===== src/rtl/lookup_way_pipe_pkg.sv =====
// Shared LLC lookup types: tag/state/way widths, state encodings and response classes.
package lookup_way_pipe_pkg;

  localparam int unsigned LLC_WAYS    = 16;
  localparam int unsigned LLC_TAG_W   = 20;
  localparam int unsigned LLC_STATE_W = 3;
  localparam int unsigned LLC_WAY_W   = $clog2(LLC_WAYS);

  typedef logic [LLC_STATE_W-1:0] llc_state_t;
  typedef logic [LLC_WAY_W-1:0]   llc_way_t;
  typedef logic [LLC_TAG_W-1:0]   llc_tag_t;

  // Line states the lookup cares about; remaining encodings count as occupied, non-VALID, non-SD.
  localparam llc_state_t INVALID = LLC_STATE_W'(0);
  localparam llc_state_t VALID   = LLC_STATE_W'(1);
  localparam llc_state_t SD      = LLC_STATE_W'(2);

  typedef enum logic [1:0] {
    CLS_HIT         = 2'd0,
    CLS_EMPTY       = 2'd1,
    CLS_EVICT_VALID = 2'd2,
    CLS_EVICT_OTHER = 2'd3
  } llc_cls_t;

endpackage


===== src/rtl/lookup_way_pipe_if.sv =====
// Request/response bus between the tag/state read stage, the way lookup and the LLC request FSM.
interface lookup_way_pipe_if
  import lookup_way_pipe_pkg::*;
#(
  parameter int unsigned WAYS    = LLC_WAYS,
  parameter int unsigned TAG_W   = LLC_TAG_W,
  parameter int unsigned STATE_W = LLC_STATE_W
) ();

  localparam int unsigned WAY_W = $clog2(WAYS);

  logic                    flush;
  logic                    ptr_mode;
  logic                    req_valid;
  logic                    req_ready;
  logic [TAG_W-1:0]        req_tag;
  logic [WAYS*TAG_W-1:0]   req_tags;
  logic [WAYS*STATE_W-1:0] req_states;
  logic [WAY_W-1:0]        req_evict_ptr;
  logic                    rsp_valid;
  logic                    rsp_ready;
  logic [WAY_W-1:0]        rsp_way;
  logic                    rsp_evict;
  logic [1:0]              rsp_cls;
  logic                    rsp_forced;
  logic                    rsp_multi_hit;

  modport master (
    output flush, ptr_mode, req_valid, req_tag, req_tags, req_states, req_evict_ptr, rsp_ready,
    input  req_ready, rsp_valid, rsp_way, rsp_evict, rsp_cls, rsp_forced, rsp_multi_hit
  );

  modport slave (
    input  flush, ptr_mode, req_valid, req_tag, req_tags, req_states, req_evict_ptr, rsp_ready,
    output req_ready, rsp_valid, rsp_way, rsp_evict, rsp_cls, rsp_forced, rsp_multi_hit
  );

endinterface


===== src/rtl/lookup_rr_prio_enc.sv =====
// Rotating priority encoder: first set bit of vec scanning base, base+1, ... with wrap.
module lookup_rr_prio_enc #(
  parameter  int unsigned WAYS  = 16,
  localparam int unsigned WAY_W = $clog2(WAYS)
) (
  input  logic [WAYS-1:0]  vec,
  input  logic [WAY_W-1:0] base,
  output logic             found_c,
  output logic [WAY_W-1:0] idx_c
);

  logic [WAYS-1:0]  rot;
  logic [WAY_W-1:0] off;

  // Rotate so base lands at bit 0, pick the lowest set bit, then rotate the index back.
  always_comb begin
    rot = WAYS'({vec, vec} >> base);
    off = '0;
    for (int i = int'(WAYS) - 1; i >= 0; i--) begin
      if (rot[i]) off = WAY_W'(i);
    end
    found_c = |rot;
    idx_c   = base + off;
  end

endmodule


===== src/rtl/lookup_way_pipe.sv =====
// Two-stage LLC way lookup: capture tag/state snapshot, then pick hit / empty / eviction victim.
module lookup_way_pipe
  import lookup_way_pipe_pkg::*;
#(
  parameter int unsigned WAYS    = LLC_WAYS,
  parameter int unsigned TAG_W   = LLC_TAG_W,
  parameter int unsigned STATE_W = LLC_STATE_W
) (
  input logic              clk,
  input logic              rst,
  lookup_way_pipe_if.slave bus
);

  localparam int unsigned WAY_W = $clog2(WAYS);

  logic                    s1_valid_q,     s1_valid_d;
  logic [TAG_W-1:0]        s1_tag_q,       s1_tag_d;
  logic [WAYS*TAG_W-1:0]   s1_tags_q,      s1_tags_d;
  logic [WAYS*STATE_W-1:0] s1_states_q,    s1_states_d;
  logic [WAY_W-1:0]        s1_evict_ptr_q, s1_evict_ptr_d;
  logic                    rsp_valid_q,    rsp_valid_d;
  logic [WAY_W-1:0]        rsp_way_q,      rsp_way_d;
  logic                    rsp_evict_q,    rsp_evict_d;
  logic [1:0]              rsp_cls_q,      rsp_cls_d;
  logic                    rsp_forced_q,   rsp_forced_d;
  logic                    rsp_multi_q,    rsp_multi_d;
  logic [WAY_W-1:0]        rr_ptr_q,       rr_ptr_d;

  logic [WAYS-1:0]  hit_vec, empty_vec, valid_vec, not_sd_vec;
  logic             hit_found, empty_found, valid_found, not_sd_found;
  logic [WAY_W-1:0] hit_idx, empty_idx, valid_idx, not_sd_idx;
  logic [WAY_W-1:0] base_c;
  logic [WAY_W-1:0] way_nx;
  logic             evict_nx, forced_nx, multi_nx;
  logic [1:0]       cls_nx;
  logic             out_load_c, accept_c;

  // Per-way classification of the captured snapshot.
  always_comb begin
    for (int i = 0; i < int'(WAYS); i++) begin
      hit_vec[i]    = (s1_tags_q[i*TAG_W +: TAG_W] == s1_tag_q) &&
                      (s1_states_q[i*STATE_W +: STATE_W] != STATE_W'(INVALID));
      empty_vec[i]  = s1_states_q[i*STATE_W +: STATE_W] == STATE_W'(INVALID);
      valid_vec[i]  = s1_states_q[i*STATE_W +: STATE_W] == STATE_W'(VALID);
      not_sd_vec[i] = s1_states_q[i*STATE_W +: STATE_W] != STATE_W'(SD);
    end
  end

  assign base_c = bus.ptr_mode ? rr_ptr_q : s1_evict_ptr_q;

  lookup_rr_prio_enc #(.WAYS(WAYS)) u_hit_enc (
    .vec(hit_vec), .base(WAY_W'(0)), .found_c(hit_found), .idx_c(hit_idx)
  );
  lookup_rr_prio_enc #(.WAYS(WAYS)) u_empty_enc (
    .vec(empty_vec), .base(WAY_W'(0)), .found_c(empty_found), .idx_c(empty_idx)
  );
  lookup_rr_prio_enc #(.WAYS(WAYS)) u_valid_enc (
    .vec(valid_vec), .base(base_c), .found_c(valid_found), .idx_c(valid_idx)
  );
  lookup_rr_prio_enc #(.WAYS(WAYS)) u_not_sd_enc (
    .vec(not_sd_vec), .base(base_c), .found_c(not_sd_found), .idx_c(not_sd_idx)
  );

  // Way selection priority: hit, empty, VALID victim, non-SD victim, forced at base.
  always_comb begin
    way_nx    = base_c;
    evict_nx  = 1'b1;
    cls_nx    = CLS_EVICT_OTHER;
    forced_nx = 1'b0;
    multi_nx  = (hit_vec & (hit_vec - WAYS'(1))) != '0;
    if (hit_found) begin
      way_nx   = hit_idx;
      evict_nx = 1'b0;
      cls_nx   = CLS_HIT;
    end else if (empty_found) begin
      way_nx   = empty_idx;
      evict_nx = 1'b0;
      cls_nx   = CLS_EMPTY;
    end else if (valid_found) begin
      way_nx = valid_idx;
      cls_nx = CLS_EVICT_VALID;
    end else if (not_sd_found) begin
      way_nx = not_sd_idx;
    end else begin
      forced_nx = 1'b1;
    end
  end

  assign out_load_c    = s1_valid_q & (~rsp_valid_q | bus.rsp_ready);
  assign accept_c      = bus.req_valid & bus.req_ready;
  assign bus.req_ready = ~s1_valid_q | out_load_c;

  always_comb begin
    s1_valid_d     = s1_valid_q;
    s1_tag_d       = s1_tag_q;
    s1_tags_d      = s1_tags_q;
    s1_states_d    = s1_states_q;
    s1_evict_ptr_d = s1_evict_ptr_q;
    rsp_valid_d    = rsp_valid_q;
    rsp_way_d      = rsp_way_q;
    rsp_evict_d    = rsp_evict_q;
    rsp_cls_d      = rsp_cls_q;
    rsp_forced_d   = rsp_forced_q;
    rsp_multi_d    = rsp_multi_q;
    rr_ptr_d       = rr_ptr_q;
    if (bus.flush) begin
      // Flush drops both stages, including a request offered this cycle; rr_ptr survives.
      s1_valid_d  = 1'b0;
      rsp_valid_d = 1'b0;
    end else begin
      if (out_load_c) begin
        rsp_valid_d  = 1'b1;
        rsp_way_d    = way_nx;
        rsp_evict_d  = evict_nx;
        rsp_cls_d    = cls_nx;
        rsp_forced_d = forced_nx;
        rsp_multi_d  = multi_nx;
        if (evict_nx) rr_ptr_d = way_nx + WAY_W'(1);
      end else if (bus.rsp_ready) begin
        rsp_valid_d = 1'b0;
      end
      if (accept_c) begin
        s1_valid_d     = 1'b1;
        s1_tag_d       = bus.req_tag;
        s1_tags_d      = bus.req_tags;
        s1_states_d    = bus.req_states;
        s1_evict_ptr_d = bus.req_evict_ptr;
      end else if (out_load_c) begin
        s1_valid_d = 1'b0;
      end
    end
  end

  always_ff @(posedge clk or negedge rst) begin
    if (!rst) begin
      s1_valid_q     <= 1'b0;
      s1_tag_q       <= '0;
      s1_tags_q      <= '0;
      s1_states_q    <= '0;
      s1_evict_ptr_q <= '0;
      rsp_valid_q    <= 1'b0;
      rsp_way_q      <= '0;
      rsp_evict_q    <= 1'b0;
      rsp_cls_q      <= '0;
      rsp_forced_q   <= 1'b0;
      rsp_multi_q    <= 1'b0;
      rr_ptr_q       <= '0;
    end else begin
      s1_valid_q     <= s1_valid_d;
      s1_tag_q       <= s1_tag_d;
      s1_tags_q      <= s1_tags_d;
      s1_states_q    <= s1_states_d;
      s1_evict_ptr_q <= s1_evict_ptr_d;
      rsp_valid_q    <= rsp_valid_d;
      rsp_way_q      <= rsp_way_d;
      rsp_evict_q    <= rsp_evict_d;
      rsp_cls_q      <= rsp_cls_d;
      rsp_forced_q   <= rsp_forced_d;
      rsp_multi_q    <= rsp_multi_d;
      rr_ptr_q       <= rr_ptr_d;
    end
  end

  assign bus.rsp_valid     = rsp_valid_q;
  assign bus.rsp_way       = rsp_way_q;
  assign bus.rsp_evict     = rsp_evict_q;
  assign bus.rsp_cls       = rsp_cls_q;
  assign bus.rsp_forced    = rsp_forced_q;
  assign bus.rsp_multi_hit = rsp_multi_q;

endmodule

===== src/flat_wrapper.sv =====
// flat-port wrapper written by rule: the top's interface ports become plain ports
module lookup_way_pipe_flat import lookup_way_pipe_pkg::*;
#(
  parameter int unsigned WAYS    = LLC_WAYS,
  parameter int unsigned TAG_W   = LLC_TAG_W,
  parameter int unsigned STATE_W = LLC_STATE_W
)
  (clk, rst, bus_flush, bus_ptr_mode, bus_req_valid, bus_req_tag, bus_req_tags, bus_req_states, bus_req_evict_ptr, bus_rsp_ready, bus_req_ready, bus_rsp_valid, bus_rsp_way, bus_rsp_evict, bus_rsp_cls, bus_rsp_forced, bus_rsp_multi_hit);
  lookup_way_pipe_if #(.WAYS(WAYS), .TAG_W(TAG_W), .STATE_W(STATE_W)) bus_i ();
  input logic clk;
  input logic rst;
  input wire logic [$bits(bus_i.flush)-1:0] bus_flush;
  input wire logic [$bits(bus_i.ptr_mode)-1:0] bus_ptr_mode;
  input wire logic [$bits(bus_i.req_valid)-1:0] bus_req_valid;
  input wire logic [$bits(bus_i.req_tag)-1:0] bus_req_tag;
  input wire logic [$bits(bus_i.req_tags)-1:0] bus_req_tags;
  input wire logic [$bits(bus_i.req_states)-1:0] bus_req_states;
  input wire logic [$bits(bus_i.req_evict_ptr)-1:0] bus_req_evict_ptr;
  input wire logic [$bits(bus_i.rsp_ready)-1:0] bus_rsp_ready;
  output wire logic [$bits(bus_i.req_ready)-1:0] bus_req_ready;
  output wire logic [$bits(bus_i.rsp_valid)-1:0] bus_rsp_valid;
  output wire logic [$bits(bus_i.rsp_way)-1:0] bus_rsp_way;
  output wire logic [$bits(bus_i.rsp_evict)-1:0] bus_rsp_evict;
  output wire logic [$bits(bus_i.rsp_cls)-1:0] bus_rsp_cls;
  output wire logic [$bits(bus_i.rsp_forced)-1:0] bus_rsp_forced;
  output wire logic [$bits(bus_i.rsp_multi_hit)-1:0] bus_rsp_multi_hit;
  assign bus_i.flush = bus_flush;
  assign bus_i.ptr_mode = bus_ptr_mode;
  assign bus_i.req_valid = bus_req_valid;
  assign bus_i.req_tag = bus_req_tag;
  assign bus_i.req_tags = bus_req_tags;
  assign bus_i.req_states = bus_req_states;
  assign bus_i.req_evict_ptr = bus_req_evict_ptr;
  assign bus_i.rsp_ready = bus_rsp_ready;
  assign bus_req_ready = bus_i.req_ready;
  assign bus_rsp_valid = bus_i.rsp_valid;
  assign bus_rsp_way = bus_i.rsp_way;
  assign bus_rsp_evict = bus_i.rsp_evict;
  assign bus_rsp_cls = bus_i.rsp_cls;
  assign bus_rsp_forced = bus_i.rsp_forced;
  assign bus_rsp_multi_hit = bus_i.rsp_multi_hit;
  lookup_way_pipe #(.WAYS(WAYS), .TAG_W(TAG_W), .STATE_W(STATE_W)) u_core (.clk(clk), .rst(rst), .bus(bus_i));
endmodule

===== config.mk =====
export PLATFORM = sky130hd
export DESIGN_NAME = lookup_way_pipe_flat
export DESIGN_NICKNAME = d
export VERILOG_FILES = /design/src/rtl/lookup_way_pipe_pkg.sv /design/src/rtl/lookup_way_pipe_if.sv /design/src/rtl/lookup_rr_prio_enc.sv /design/src/rtl/lookup_way_pipe.sv /design/src/flat_wrapper.sv
export SDC_FILE = /design/constraint.sdc
export NUM_CORES = 1
export LEC_CHECK = 0
export ABC_AREA = 1
export CAP_MARGIN = 20
export CORE_ASPECT_RATIO = 1.25
export CORE_MARGIN = 2
export CORE_UTILIZATION = 65
export DETAILED_ROUTE_END_ITERATION = 8
export DONT_BUFFER_PORTS = 1
export PLACE_DENSITY = 0.92
export SYNTH_ARGS = -nofsm -noshare
export SYNTH_HDL_FRONTEND = slang
export SYNTH_SLANG_ARGS = --single-unit

===== constraint.sdc =====
create_clock -name clk -period 5.4 [get_ports clk]
set_input_delay 0 -clock clk [delete_from_list [all_inputs] [get_ports clk]]
set_output_delay 0 -clock clk [all_outputs]
set_load 0.02 [all_outputs]

==> impl_metrics.ini, run 1 <==
[placement]
gp_congestion = 0.990
port_buffers = 0
dpl.hpwl_um = 53200

[yosys]
synth-adder-area-share_pct = 0.570
synth_edf_count = 0
synth_warnings = 0
synth_top_family_by_area = simple AND/OR/NAND/NOR gates
synthSimpleGateAreaFrac_pct = 20.4
async_flop_share_pct = 100
synth_area_per_cell_sq_um = 8.87
synth_compound_area_share_pct = 7.46
synth_nets = 2930
synth_seq_cells = 406
synth-xor-area-share_pct = 5.64
syn_area_sq_um = 22400
ys.flop_type = dfrtp_1
yosysUniqueCellTypes = 52
synth_cells = 2523
synth_seq_area_share_pct = 45.4
muxShareOfSynthArea_pct = 15.1

[status]
lastStage = global routing
error = [ERROR GRT-0232] Routing congestion too high. Check the congestion heatmap in the GUI.
status = did not finish

[clock_network]
clockBufferDepth = 3
cts_setup_buffers = 0
cts_root_buf = clkbuf_16
cts_made_buffers = 40
cts_max_level = 2
clock_sinks = 406

[global_routing]
grt_max_degree = 407
grt_usage_pct = 77.8
overflow = 22

[floorplan]
die_w_um = 170
die_h_um = 211
start_util_pct = 65.4
io_pins = 409
row_count = 76
timing repair:
action | in CTS
resized for setup | 0
hold endpoints to repair | 803
hold buffers | 395
per-stage QoR:
stage	util [%]	area (sq um)	instances	setup WS (ps)	hold WS (ps)
after CTS	81.1	27800	3321	920	-855
after floorplan	-	22400	2523	1610	-296
after detailed placement	66.0	22600	2853	944	-281
after global placement	66.0	22600	2853	993	-282
synthesized netlist by cell type (all sizes together) (38+ instances only):
cell,number,area (sq um)
nand3,212,1060
o22ai,38,238
mux2,300,3380
inv,164,616
xor2,60,526
a21oi,110,558
nor2,258,1040
dfrtp,406,10200
xnor2,84,736
buf,63,349
nand2,557,2110
o21ai,89,483
clkbuf,65,245
cells by family after synthesis:
family	Yosys count
flops	406
fa+ha+maj	9
compound gates	285
mux	300
buf+inv	294
xor+xnor	144
simple gates	1085
routing by layer:
metal	GRT usage [%]	overflow
met1	76.0	0
met2	91.2	7
met3	67.1	2
met4	78.9	13
met5	40.1	0
==> run 2: changes to the inputs <==
- CORE_ASPECT_RATIO: 1.25 -> not set
- CORE_UTILIZATION: 65 -> 40
- PLACE_DENSITY: 0.92 -> not set
- PLACE_DENSITY_LB_ADDON: not set -> 0.15
==> impl_metrics.ini, run 2 <==
[layout]
top_register = u_core.s1_tags_q
drive_gt1_share_pct = 16.3
top_regs = u_core.s1_tags_q (320), u_core.s1_states_q (48), u_core.s1_tag_q (20)
final_cells = 3684
layout_common_cells = nand2_1 (552), dfrtp_1 (406), dlygate4sd3_1 (395)
final_common_cell = nand2_1
final_nets = 3289
syn_to_final_growth_pct = 27.9
largest_reg_flops = 320

[sta]
worst_hold_slack_ps = -890
skew_ps = 31.8
relSlewSlack_pct = 4.91
period_share_pct = 82.3
min_period_ps = 4440
rsz0062_at_grt = no
max_freq_mhz = 225
setup_viol = 0
finalHoldViolCount = 406
fin_setup_tns_ps = 0
worst_pin_slew_ps = 1430
slew_viol_final = 0

[job]
max_cap_viol_count = 0

[status]
violations = hold timing
status = complete, but fails checks

[pwr]
power_density_nw_per_um2 = 366
leakage_nw = 12.9
swShare_pct = 35.3
pwr-share-comb_pct = 31.7
p_total_mw = 10.5
power_frac_clock_pct = 30.8
switchingPower_mw = 3.70
p_seq_share_pct = 37.6
p_int_mw = 6.79
peakVddDrop_v = 0.000239

[clock_network]
cts_made_buffers = 48
insertion_delay_ps = 600
postCtsHoldBufs = 395
clock_sinks = 406
cts_tree = built
cts_root_buf = clkbuf_16
clkTransAtPathRegs_ps = 60
cts_setup_buffers = 0
cts_max_level = 2
post_cts_resized = 0
clockBufferDepth = 3

[yosys]
synth_warnings = 0
ys.flop_type = dfrtp_1
synth_edf_count = 0
netlist_top_cells_count = nand2_1 (552), dfrtp_1 (406), mux2_2 (300)
synth.area.top_cells = dfrtp_1 (45%), mux2_2 (15%), nand2_1 (9.3%), nand3_1 (4.7%), nor2_1 (4.0%)
yosysTopAreaCellShare_pct = 45.4
syn_area_sq_um = 22400
synth_top_area_cell = dfrtp_1
synth_seq_cells = 406
synth_nets = 2930
yosysMostFrequentCell = nand2_1
yosysUniqueCellTypes = 52
synth_cells = 2523
synth_area_per_cell_sq_um = 8.87
async_flop_share_pct = 100
synth_seq_area_share_pct = 45.4

[global_routing]
antenna_found_initial = 20
grt_pass1_wl_um = 121000
grt_usage_pct = 28.0
grt_pass1_vias = 19605
overflow = 0
grt_max_degree = 407

[floorplan]
die_area_sq_um = 57900
die_w_um = 241
fp.coreArea_sq_um = 55200
io_pins = 409
row_count = 86
start_util_pct = 40.5
die_h_um = 241

[drt]
drt-initial-drc-count = 1385
drt-total-wl_um = 81500
drc = 0
num_vias = 19317
wl_per_cell_um = 22.1
viasPerCell = 5.24
ant_nets = 0
first_pass_iters = 6

[placement]
gp_congestion = 0.893
port_buffers = 0
dp.cells = 3185
dpl.hpwl_um = 58200

[critical_path]
crit_type = flop to flop
cp_common_cell = nand2_1
crit_slowest_cell = o21ai_4
crit_path_start_kind = flop
cp.required_ps = 5860
arrival_ps = 4910
r2r-start = u_core.s1_evict_ptr_q[0]
worstPathMaxFanout = 25
cp-startpoint = u_core.s1_evict_ptr_q[0]
end_kind = flop
slowest_delay_ps = 580

[hold_path]
hold_class = input pin to asynchronous set/reset pin
==> run 2: cell counts after synthesis <==
No cell type changed its count.
==> run 2: cell families after synthesis <==
logic type,count (synthesis),share of synthesized area (%)
AOI/OAI and AO/OA,285,7.46
and+or+nand+nor,1085,20.4
xor gates and xnor gates,144,5.64
DFF,406,45.4
adders and majority gates,9,0.570
buffers and inverters,294,5.44
muxes,300,15.1
==> run 2: layout make-up <==
class | count | area [sq um]
clock inverter | 17 | 174
fill | 5014 | 26600
clock buffer | 68 | 1370
antenna | 19 | 47.5
timing repair buffer | 437 | 4320
inverter | 166 | 623
multi-input combinational | 1823 | 11000
sequential | 406 | 10200
tap | 748 | 936
==> run 2: metrics by stage <==
stage / util (%) / hold WS [ps] / instance area, sq um / worst slack, ps
detailed placement: 41.8 / -283 / 23100 / 982
floorplan: - / -296 / 22400 / 1610
finish: 51.9 / -890 / 28600 / 955
global route: 51.8 / -915 / 28600 / 303
global placement: 41.8 / -278 / 23100 / 989
CTS: 51.8 / -915 / 28600 / 957
==> run 2: power groups by stage <==
stage	clock network, mW	logic [mW]	registers [mW]
after global routing	3.41	3.71	4.00
after detailed placement	0	3.05	3.98
after floorplan	0	2.36	3.83
final	3.23	3.32	3.94
after global placement	0	3.02	3.97
after CTS	3.29	3.31	3.93
==> run 2: worst max-delay path: cells and delay by family, from the launching register on <==
family	cells	cell delay [ps]
XOR/XNOR	1	140
flip-flops	1	320
AND/OR/NAND/NOR	10	920
buffers and inverters	5	340
AO/OA/AOI/OAI	10	1690
adder cells (fa/ha/maj)	3	910
==> run 2: path summary, 6_finish.rpt <==
check	slack (ps)	cells past startpoint	to
setup / recovery	960	29	u_core.rr_ptr_q[2]
hold / removal	-890	0	u_core.s1_tags_q[32]
setup reg to reg	960	29	u_core.rr_ptr_q[2]
hold reg to reg	520	2	u_core.rr_ptr_q[1]
max in group asynchronous	5140	0	u_core.s1_tags_q[118]
min in group clk	90	2	u_core.s1_tags_q[252]
==> run 2: routing by layer <==
metal,wire length (um),global-route usage (%)
met1,35200,36.3
met4,2510,9.32
met2,39100,46.9
met5,69,0
met3,4740,5.58
No activity file was read; power rests on OpenSTA's default activity.
==> run 3: changes to the inputs <==
- ABC_AREA: 1 -> 0
- clock period: 5.4 -> 4.4 ns (I/O delays scaled with it)
==> impl_metrics.ini, run 3 <==
[drt]
viasPerCell = 5.57
ant_nets = 0
num_vias = 19831
drt-total-wl_um = 89500
drc = 0
wl_per_cell_um = 25.1
drt-initial-drc-count = 1167
first_pass_iters = 5

[sta]
relSlewSlack_pct = -53.5
finalHoldViolCount = 406
min_period_ps = 4860
max_freq_mhz = 206
worst_hold_slack_ps = -889
fin_ws_ps = -460
skew_ps = 28.8
slew_viol_final = 253
fin_setup_tns_ps = -2020
rsz0062_at_grt = yes
worst_pin_slew_ps = 2300
period_share_pct = 110
setup_viol = 6

[pwr]
leakage_nw = 13.6
p_total_mw = 15.7
power_density_nw_per_um2 = 477
peakVddDrop_v = 0.000357

[critical_path]
end_kind = flop
crit_slowest_cell = fa_1
crit_path_start_kind = flop
crit_type = flop to flop
arrival_ps = 5340
slowest_delay_ps = 510
worstPathMaxFanout = 6
reg2reg_slack_ps = -460
cp.required_ps = 4880

[floorplan]
die_w_um = 247
row_count = 89
fp.coreArea_sq_um = 58700
die_area_sq_um = 61100
die_h_um = 247
io_pins = 409
start_util_pct = 40.3

[clock_network]
insertion_delay_ps = 610
clockBufferDepth = 3
clkTransAtPathRegs_ps = 60
cts_tree = built
cts_made_buffers = 48
cts_max_level = 2
cts_root_buf = clkbuf_16
postCtsHoldBufs = 396
clock_sinks = 406

[job]
max_cap_viol_count = 0

[yosys]
synth_seq_area_share_pct = 43.0
syn_area_sq_um = 23600
synth_cells = 2087
yosysMostFrequentCell = mux2_2
synth_nets = 2494
synth_top_area_cell = dfrtp_1
synth_warnings = 0
synth.area.top_cells = dfrtp_1 (43%), mux2_2 (20%), xor2_1 (7.8%), xnor2_1 (4.2%), nor4_1 (2.2%)
yosysTopAreaCellShare_pct = 43.0
synth_area_per_cell_sq_um = 11.3
async_flop_share_pct = 100
synth_edf_count = 0
ys.flop_type = dfrtp_1
yosysUniqueCellTypes = 82
netlist_top_cells_count = mux2_2 (421), dfrtp_1 (406), xor2_1 (211)
synth_seq_cells = 406

[global_routing]
grt_usage_pct = 29.0
grt_pass1_wl_um = 132000
grt_max_degree = 407
overflow = 0
antenna_found_initial = 11
grt_pass1_vias = 21038

[layout]
drive_gt1_share_pct = 33.8
final_common_cell = mux2_2
final_cells = 3560
top_register = u_core.s1_tags_q
top_regs = u_core.s1_tags_q (320), u_core.s1_states_q (48), u_core.s1_tag_q (20)
final_nets = 3147
syn_to_final_growth_pct = 38.8
largest_reg_flops = 320
layout_common_cells = mux2_2 (416), dlygate4sd3_1 (396), dfrtp_1 (396)

[placement]
port_buffers = 0
gp_congestion = 0.918
dp.cells = 3051
dpl.hpwl_um = 65400
pre_cts_slack_ps = -587

[hold_path]
hold_class = input pin to asynchronous set/reset pin

[status]
violations = hold timing, slew limit, setup timing
status = complete, but fails checks
## run 3: layout make-up
class	count	area, sq um
diodes	8	20.0
repair buffers	717	6550
clock buffers	64	1380
multi-input cells	1553	13300
fillers	4966	25900
well taps	773	967
flip-flops and latches	406	10200
clock inverters	25	405
inverters	14	55.1
## run 3: stage by stage
| stage | util [%] | cell area (sq um) |
|---|---|---|
| detailed placement | 45.3 | 26600 |
| floorplan | - | 23700 |
| CTS | 55.5 | 32500 |
| global placement | 45.3 | 26600 |
| finish | 55.9 | 32800 |
| global route | 55.9 | 32800 |
## run 3: cells by family (layout without fill, tap and decap cells)
kind of cell,count (synthesis),in the layout,synth area share [%]
AOI/OAI and AO/OA,185,185,5.31
xor gates and xnor gates,325,325,12.0
adders and majority gates,9,9,0.540
buffers and inverters,129,820,2.48
DFF,406,406,43.0
muxes,477,478,22.9
other,0,8,0
and+or+nand+nor,556,556,13.8
## run 3: what timing repair did
action                                  4_1_cts  5_1_grt
hold endpoints to repair                    808      406
endpoints found under the setup margin        6        7
buffers inserted                              7        9
pin swaps                                    12       30
gates cloned                                  1        0
gates resized for setup                      31       44
## run 3: worst max-delay path, delay by kind of cell, from the launching register on
| kind | cells | cell delay [ps] |
|---|---|---|
| XOR/XNOR | 1 | 110 |
| flip-flops | 1 | 460 |
| AO/OA/AOI/OAI | 10 | 1490 |
| AND/OR/NAND/NOR | 4 | 580 |
| buffers and inverters | 4 | 390 |
| multiplexers | 3 | 810 |
| adder cells (fa/ha/maj) | 3 | 910 |
## run 3: path summary, 6_finish.rpt
path	from	endpoint	cells past startpoint
worst max-delay path	u_core.s1_evict_ptr_q[1]	u_core.rr_ptr_q[2]	25
worst min-delay path	rst	u_core.s1_states_q[9]	0
worst max register to register	u_core.s1_evict_ptr_q[1]	u_core.rr_ptr_q[2]	25
worst min register to register	u_core.s1_tags_q[153]	u_core.s1_tags_q[153]	1
max in group asynchronous	rst	u_core.s1_states_q[41]	0
min in group clk	bus_req_tags[166]	u_core.s1_tags_q[166]	2
## run 3: where the power goes
group	switching, mW	internal, mW
clock network	1.73	2.75
registers	0.603	4.33
logic	3.11	3.16
total	5.44	10.2
## run 3: routing by layer
| layer | vias up | GRT usage (%) | routed length (um) |
|---|---|---|---|
| li1 | 8925 | - | - |
| met2 | 725 | 48.1 | 42700 |
| met5 | - | 0 | 49 |
| met3 | 197 | 5.57 | 5440 |
| met4 | 8 | 11.0 | 3470 |
| met1 | 9976 | 37.2 | 37800 |
